==> src/rtl/gamma_phase_encoder.sv <==
// Gamma-oscillation phase encoder: free-running 8-bit phase counter that reports,
// once per cycle, the phase of the first accepted spike plus spike/silence statistics.
module gamma_phase_encoder #(
  parameter logic [7:0] BLANK   = 8'd0,
  parameter logic [3:0] CNT_MAX = 4'd15
) (
  input  logic       clk,
  input  logic       rst_n,
  input  logic       enable,
  input  logic       sync_in,
  input  logic       spike_in,
  output logic [7:0] global_phase,
  output logic       cycle_start,
  output logic [7:0] actual_phase,
  output logic       fired,
  output logic [3:0] spike_count,
  output logic [7:0] silent_cycles
);

  logic [7:0] phase_q, phase_d;
  logic       cycle_start_q, cycle_start_d;
  logic [7:0] actual_phase_q, actual_phase_d;
  logic       fired_q, fired_d;
  logic [3:0] spike_count_q, spike_count_d;
  logic [7:0] silent_q, silent_d;
  logic [7:0] cap_phase_q, cap_phase_d;
  logic       have_q, have_d;
  logic [3:0] cnt_q, cnt_d;

  logic       boundary_s;
  logic       accept_s;
  logic [8:0] phase_diff_s;

  function automatic logic [3:0] cnt_inc(input logic [3:0] c);
    cnt_inc = (c >= CNT_MAX) ? CNT_MAX : c + 4'd1;
  endfunction

  function automatic logic [7:0] silent_inc(input logic [7:0] s);
    silent_inc = (s == 8'd255) ? 8'd255 : s + 8'd1;
  endfunction

  // Blanking test by subtraction keeps the check meaningful even when BLANK is zero.
  assign phase_diff_s = {1'b0, phase_q} - {1'b0, BLANK};
  assign accept_s     = enable & spike_in & ~phase_diff_s[8];
  assign boundary_s   = enable & ((phase_q == 8'd255) | sync_in);

  // Next-state: phase counting, per-cycle capture and boundary reporting.
  always_comb begin
    phase_d        = phase_q;
    cycle_start_d  = 1'b0;
    actual_phase_d = actual_phase_q;
    fired_d        = fired_q;
    spike_count_d  = spike_count_q;
    silent_d       = silent_q;
    cap_phase_d    = cap_phase_q;
    have_d         = have_q;
    cnt_d          = cnt_q;

    if (boundary_s) begin
      phase_d       = 8'd0;
      cycle_start_d = 1'b1;
      have_d        = 1'b0;
      cnt_d         = 4'd0;
      if (have_q) begin
        // A spike landing on the closing edge still counts toward the closing cycle.
        actual_phase_d = cap_phase_q;
        fired_d        = 1'b1;
        spike_count_d  = accept_s ? cnt_inc(cnt_q) : cnt_q;
        silent_d       = 8'd0;
      end else if (accept_s) begin
        actual_phase_d = phase_q;
        fired_d        = 1'b1;
        spike_count_d  = 4'd1;
        silent_d       = 8'd0;
      end else begin
        fired_d       = 1'b0;
        spike_count_d = 4'd0;
        silent_d      = silent_inc(silent_q);
      end
    end else if (enable) begin
      phase_d = phase_q + 8'd1;
      if (accept_s) begin
        if (have_q) begin
          cnt_d = cnt_inc(cnt_q);
        end else begin
          cap_phase_d = phase_q;
          have_d      = 1'b1;
          cnt_d       = 4'd1;
        end
      end else begin
        cnt_d = cnt_q;
      end
    end else begin
      phase_d = phase_q;
    end
  end

  // State register with synchronous active-low reset.
  always_ff @(posedge clk) begin
    if (!rst_n) begin
      phase_q        <= 8'd0;
      cycle_start_q  <= 1'b0;
      actual_phase_q <= 8'd0;
      fired_q        <= 1'b0;
      spike_count_q  <= 4'd0;
      silent_q       <= 8'd0;
      cap_phase_q    <= 8'd0;
      have_q         <= 1'b0;
      cnt_q          <= 4'd0;
    end else begin
      phase_q        <= phase_d;
      cycle_start_q  <= cycle_start_d;
      actual_phase_q <= actual_phase_d;
      fired_q        <= fired_d;
      spike_count_q  <= spike_count_d;
      silent_q       <= silent_d;
      cap_phase_q    <= cap_phase_d;
      have_q         <= have_d;
      cnt_q          <= cnt_d;
    end
  end

  assign global_phase  = phase_q;
  assign cycle_start   = cycle_start_q;
  assign actual_phase  = actual_phase_q;
  assign fired         = fired_q;
  assign spike_count   = spike_count_q;
  assign silent_cycles = silent_q;

endmodule

==> config.mk <==
export PLATFORM = sky130hd
export DESIGN_NAME = gamma_phase_encoder
export DESIGN_NICKNAME = d
export VERILOG_FILES = /design/src/rtl/gamma_phase_encoder.sv
export SDC_FILE = /design/constraint.sdc
export NUM_CORES = 1
export LEC_CHECK = 0
export ABC_AREA = 1
export CAP_MARGIN = 40
export CORE_AREA = 4 4 75 77
export CTS_CLUSTER_DIAMETER = 40
export DETAILED_ROUTE_END_ITERATION = 10
export DIE_AREA = 0 0 79 81
export PLACE_DENSITY = 0.68
export SLEW_MARGIN = 20
export SYNTH_ARGS = -nofsm -noshare
export SYNTH_HDL_FRONTEND = slang
export SYNTH_SLANG_ARGS = --single-unit
==> constraint.sdc <==
create_clock -name clk -period 1.63 [get_ports clk]
set_input_delay 0.2445 -clock clk [delete_from_list [all_inputs] [get_ports clk]]
set_output_delay 0.2445 -clock clk [all_outputs]
set_load 0.01 [all_outputs]
==> results.md, run 1 <==
* Worst skew pair latency at just under 0.3 ns
* Crit Path Max Fanout at 5
* CTS clk-pin slew, worst paths at around 0.07 ns
* Total GRT Usage at around 16%
* Dpl ws at -0.01618 ns
* Clk sinks at 43
* Initial drt markers at 110
* Placed cell area at approximately 2700 um2
* Final Hold Fails at 0
* Crit end category: primary output
* Worst Path Required at 1.39 ns
* H-tree depth at 2
* Slew Limit Fails at 0
* Final WS setup at 0.06956 ns
* Cell Area, Synth at ~2200 um2
* Unique masters post-synth at 30
* Antenna viol nets, final at 0
* CP delay by family, top: buffers and inverters
* Core Area at 5010 um2
* GPL Wtd Cong at about 0.8
* Die W at around 80 um
* Slowest cell on the critical path: clkdlybuf4s50_1
* Wire length per cell at about 11 um
* F_max at roughly 640 MHz
* Post-route cell area at 2848 um2
* Vias in the first global route at approximately 1900
* Port Buffers at 34
* Worst endpoint data arrival time at between 1 and 1.5 ns
* CTS tree: done
* Nets at around 370
* Crit path cell chain: buf_4 -> clkdlybuf4s50_1
* Number of max-cap violations at 0
* Layout cells sized above 1 at roughly 14%
* Initial core utilization at ~44%
* Top cells by area, synth: dfxtp_1, nand2_1, nor2_1, inv_1, nand3_1
* Critical path class: reg -> out
* Final Critical Period at 1.560 ns
* Placed cells at approximately 420
* Post-synthesis sequential area ratio at between 30 and 40%
* Num rows at 26
* Vias/cell at approximately 4.7
* Height of the die at a little over 80 um
* Cell count after synthesis at just over 300
* VDD IR-drop max at about 0.00048 V
* YS warnings at 0
* DR vias at 2029
* Worst slew pin tran at between 0.3 and 0.4 ns
* Num CTS Buffers at 5
* Yosys top cell area share at about two fifths
* Power density cells at 731.6 nW/um2
* Internal Pwr Total at 1580 uW
* Post-route DRC at 0
* Root buffer cell: clkbuf_8
* Syn_area_per_cell at 7.109 um2
* Diodes inserted at 0
* Die area at 6399 um2
* CP max stage delay at 0.54 ns
* First-pass GRT wire length at about 8300 um
* Register area at ~860 um2
* Buf/Inv on CP at 2
* Crit share post-route at 95.73%
* Setup crit start kind: flop
* Fin util at a little under three fifths
* RSZ-0062 raised after global routing: no
* Clock skew at ~0.0046 ns
* Filler instances at 496
* P_sw at ~500 uW
* Leading area contributor after synthesis: dfxtp_1
* Final Non-Filler Cells at 431
* Routed wire length at 4770 um
* Clock group share of total power at a little over a third
* Multi-input logic area at ~1100 um2
* Gate power share at between 10% and 20%
* Pin count of the biggest net entering global routing at 19
* Hold Path Class: reg -> reg
* Ports at 35
* Hpwl dp at between 3000 and 4000 um
* Switching Share at between 20% and 30%
* Sequential share of power at a little over half
* Synth Net Count at 316
* Reg2Reg Setup Slack at 0.14 ns
* First-pass DRT Iterations at 4
* Initial antenna violation count at 0
* Longest Clk Path Bufs at 2
* Max-slew headroom at the worst pin at approximately three quarters
* Leak pwr at roughly 0.0012 uW
* GR Overflow Total at 0
* Status: complete, no violations
* Hold_buf cts at 0
* Area grow syn2layout at 30.06%
* Final Power at approximately 2100 uW
* #FFs+latches synth at between 40 and 50
* Setup violators final at 0
[flip-flops by register name (all words and copies together) (netlist names)]
name / count
actual_phase: 8
cycle_start: 1
spike_count: 4
have_q: 1
cnt_q: 4
fired: 1
global_phase: 8
cap_phase_q: 8
silent_cycles: 8
[timing repair]
action,CTS,global route
buffers inserted,0,0
setup endpoints to repair,0,6
gates resized for setup,0,4
[power by group through the flow]
stage | Combinational (uW) | Clock [uW] | Sequential [uW]
detailed placement | 265 | 0 | 1110
finish | 265 | 729 | 1090
CTS | 267 | 762 | 1090
global placement | 262 | 0 | 1110
global route | 295 | 797 | 1090
floorplan | 144 | 0 | 1120
[path summary, 6_finish.rpt]
path / start / endpoint / depth (start not counted)
max: global_phase[0]$_SDFFE_PP0P_ / global_phase[0] / 2
min: fired$_SDFFE_PN0P_ / fired$_SDFFE_PN0P_ / 2
max reg2reg: global_phase[0]$_SDFFE_PP0P_ / silent_cycles[4]$_SDFFE_PN0P_ / 10
min reg2reg: fired$_SDFFE_PN0P_ / fired$_SDFFE_PN0P_ / 2
[cells in the final DEF (no fill, tap or decap), types with 2 or more instances in the layout]
| cell | netlist | routed |
|---|---|---|
| ha_1 | 3 | 3 |
| o21ai_0 | 5 | 5 |
| nand2_1 | 67 | 67 |
| dfxtp_2 | 0 | 2 |
| dfxtp_1 | 43 | 41 |
| nand2_4 | 2 | 2 |
| buf_4 | 0 | 18 |
| o21ai_1 | 9 | 9 |
| xnor2_1 | 2 | 2 |
| xor2_1 | 3 | 3 |
| nor2_2 | 5 | 5 |
| nand3_1 | 23 | 23 |
| inv_1 | 41 | 41 |
| clkdlybuf4s50_1 | 0 | 33 |
| a21oi_1 | 21 | 20 |
| nor2_1 | 42 | 42 |
| clkbuf_8 | 0 | 7 |
| or2_2 | 2 | 2 |
| buf_12 | 1 | 3 |
| clkinv_1 | 2 | 2 |
| nand4_1 | 16 | 16 |
| nand2_2 | 3 | 3 |
| nand4_4 | 2 | 2 |
[cells in the mapped netlist (all sizes together)]
master	count
mux2i	1
nor2	48
a21oi	21
xnor2	2
dfxtp	43
nand3	24
or2	2
ha	3
inv	41
nand2	73
nor3	1
clkinv	2
xor2	3
buf	9
clkbuf	1
o21ai	15
nand4	19
[per-stage QoR]
stage | setup TNS [ns] | hold slack [ns]
finish | 0 | 0.4439
global route | 0 | 0.4872
CTS | 0 | 0.4479
detailed placement | -0.01618 | 0.4309
global placement | 0 | 0.4476
floorplan | 0 | 0.4410
[worst reg2reg max path: stages, from the launching register on]
cell and delay [ns]:
dfxtp_1 0.35, ha_1 0.20, inv_1 0.08, nor2_4 0.12, nand2_4 0.12, nand2_8 0.16, nand2_4 0.08, buf_12 0.14
nor2_2 0.10, nand2_1 0.06, nand2_1 0.05
[layout make-up]
class,instances,share of cell area [%]
Sequential cell,43,30.32
Multi-Input combinational cell,212,38.53
Inverter,43,5.668
Timing Repair Buffer,55,18.89
Clock buffer,8,3.515
Tap cell,70,3.076
[routing by layer]
layer | track usage, % | vias up | wire length, um
met2 | 27.78 | 33 | 2213
met4 | 6.701 | 0 | 80
li1 | - | 1088 | -
met3 | 2.993 | 8 | 151
met5 | 0 | - | 0
met1 | 20.48 | 900 | 2325
[kinds of logic after synthesis]
logic type               count (synthesis)  share of synthesized area [%]
multiplexers                             1                         0.4572
XOR/XNOR                                 5                          2.000
adder cells (fa/ha/maj)                  3                          1.714
AND/OR/NAND/NOR                        167                          37.37
AO/OA/AOI/OAI                           36                          8.400
flip-flops                              43                          39.31
buffers and inverters                   53                          10.74
No activity file was read; power rests on OpenSTA's default activity.
==> run 2: changes to the inputs <==
--- a/config.mk
+++ b/config.mk
@@ -16,3 +16,4 @@
 export SYNTH_ARGS = -nofsm -noshare
 export SYNTH_HDL_FRONTEND = slang
 export SYNTH_SLANG_ARGS = --single-unit
+export TNS_END_PERCENT = 50
==> results of run 2 <==
The final DEF is identical to that of run 1; final timing and power are the same.
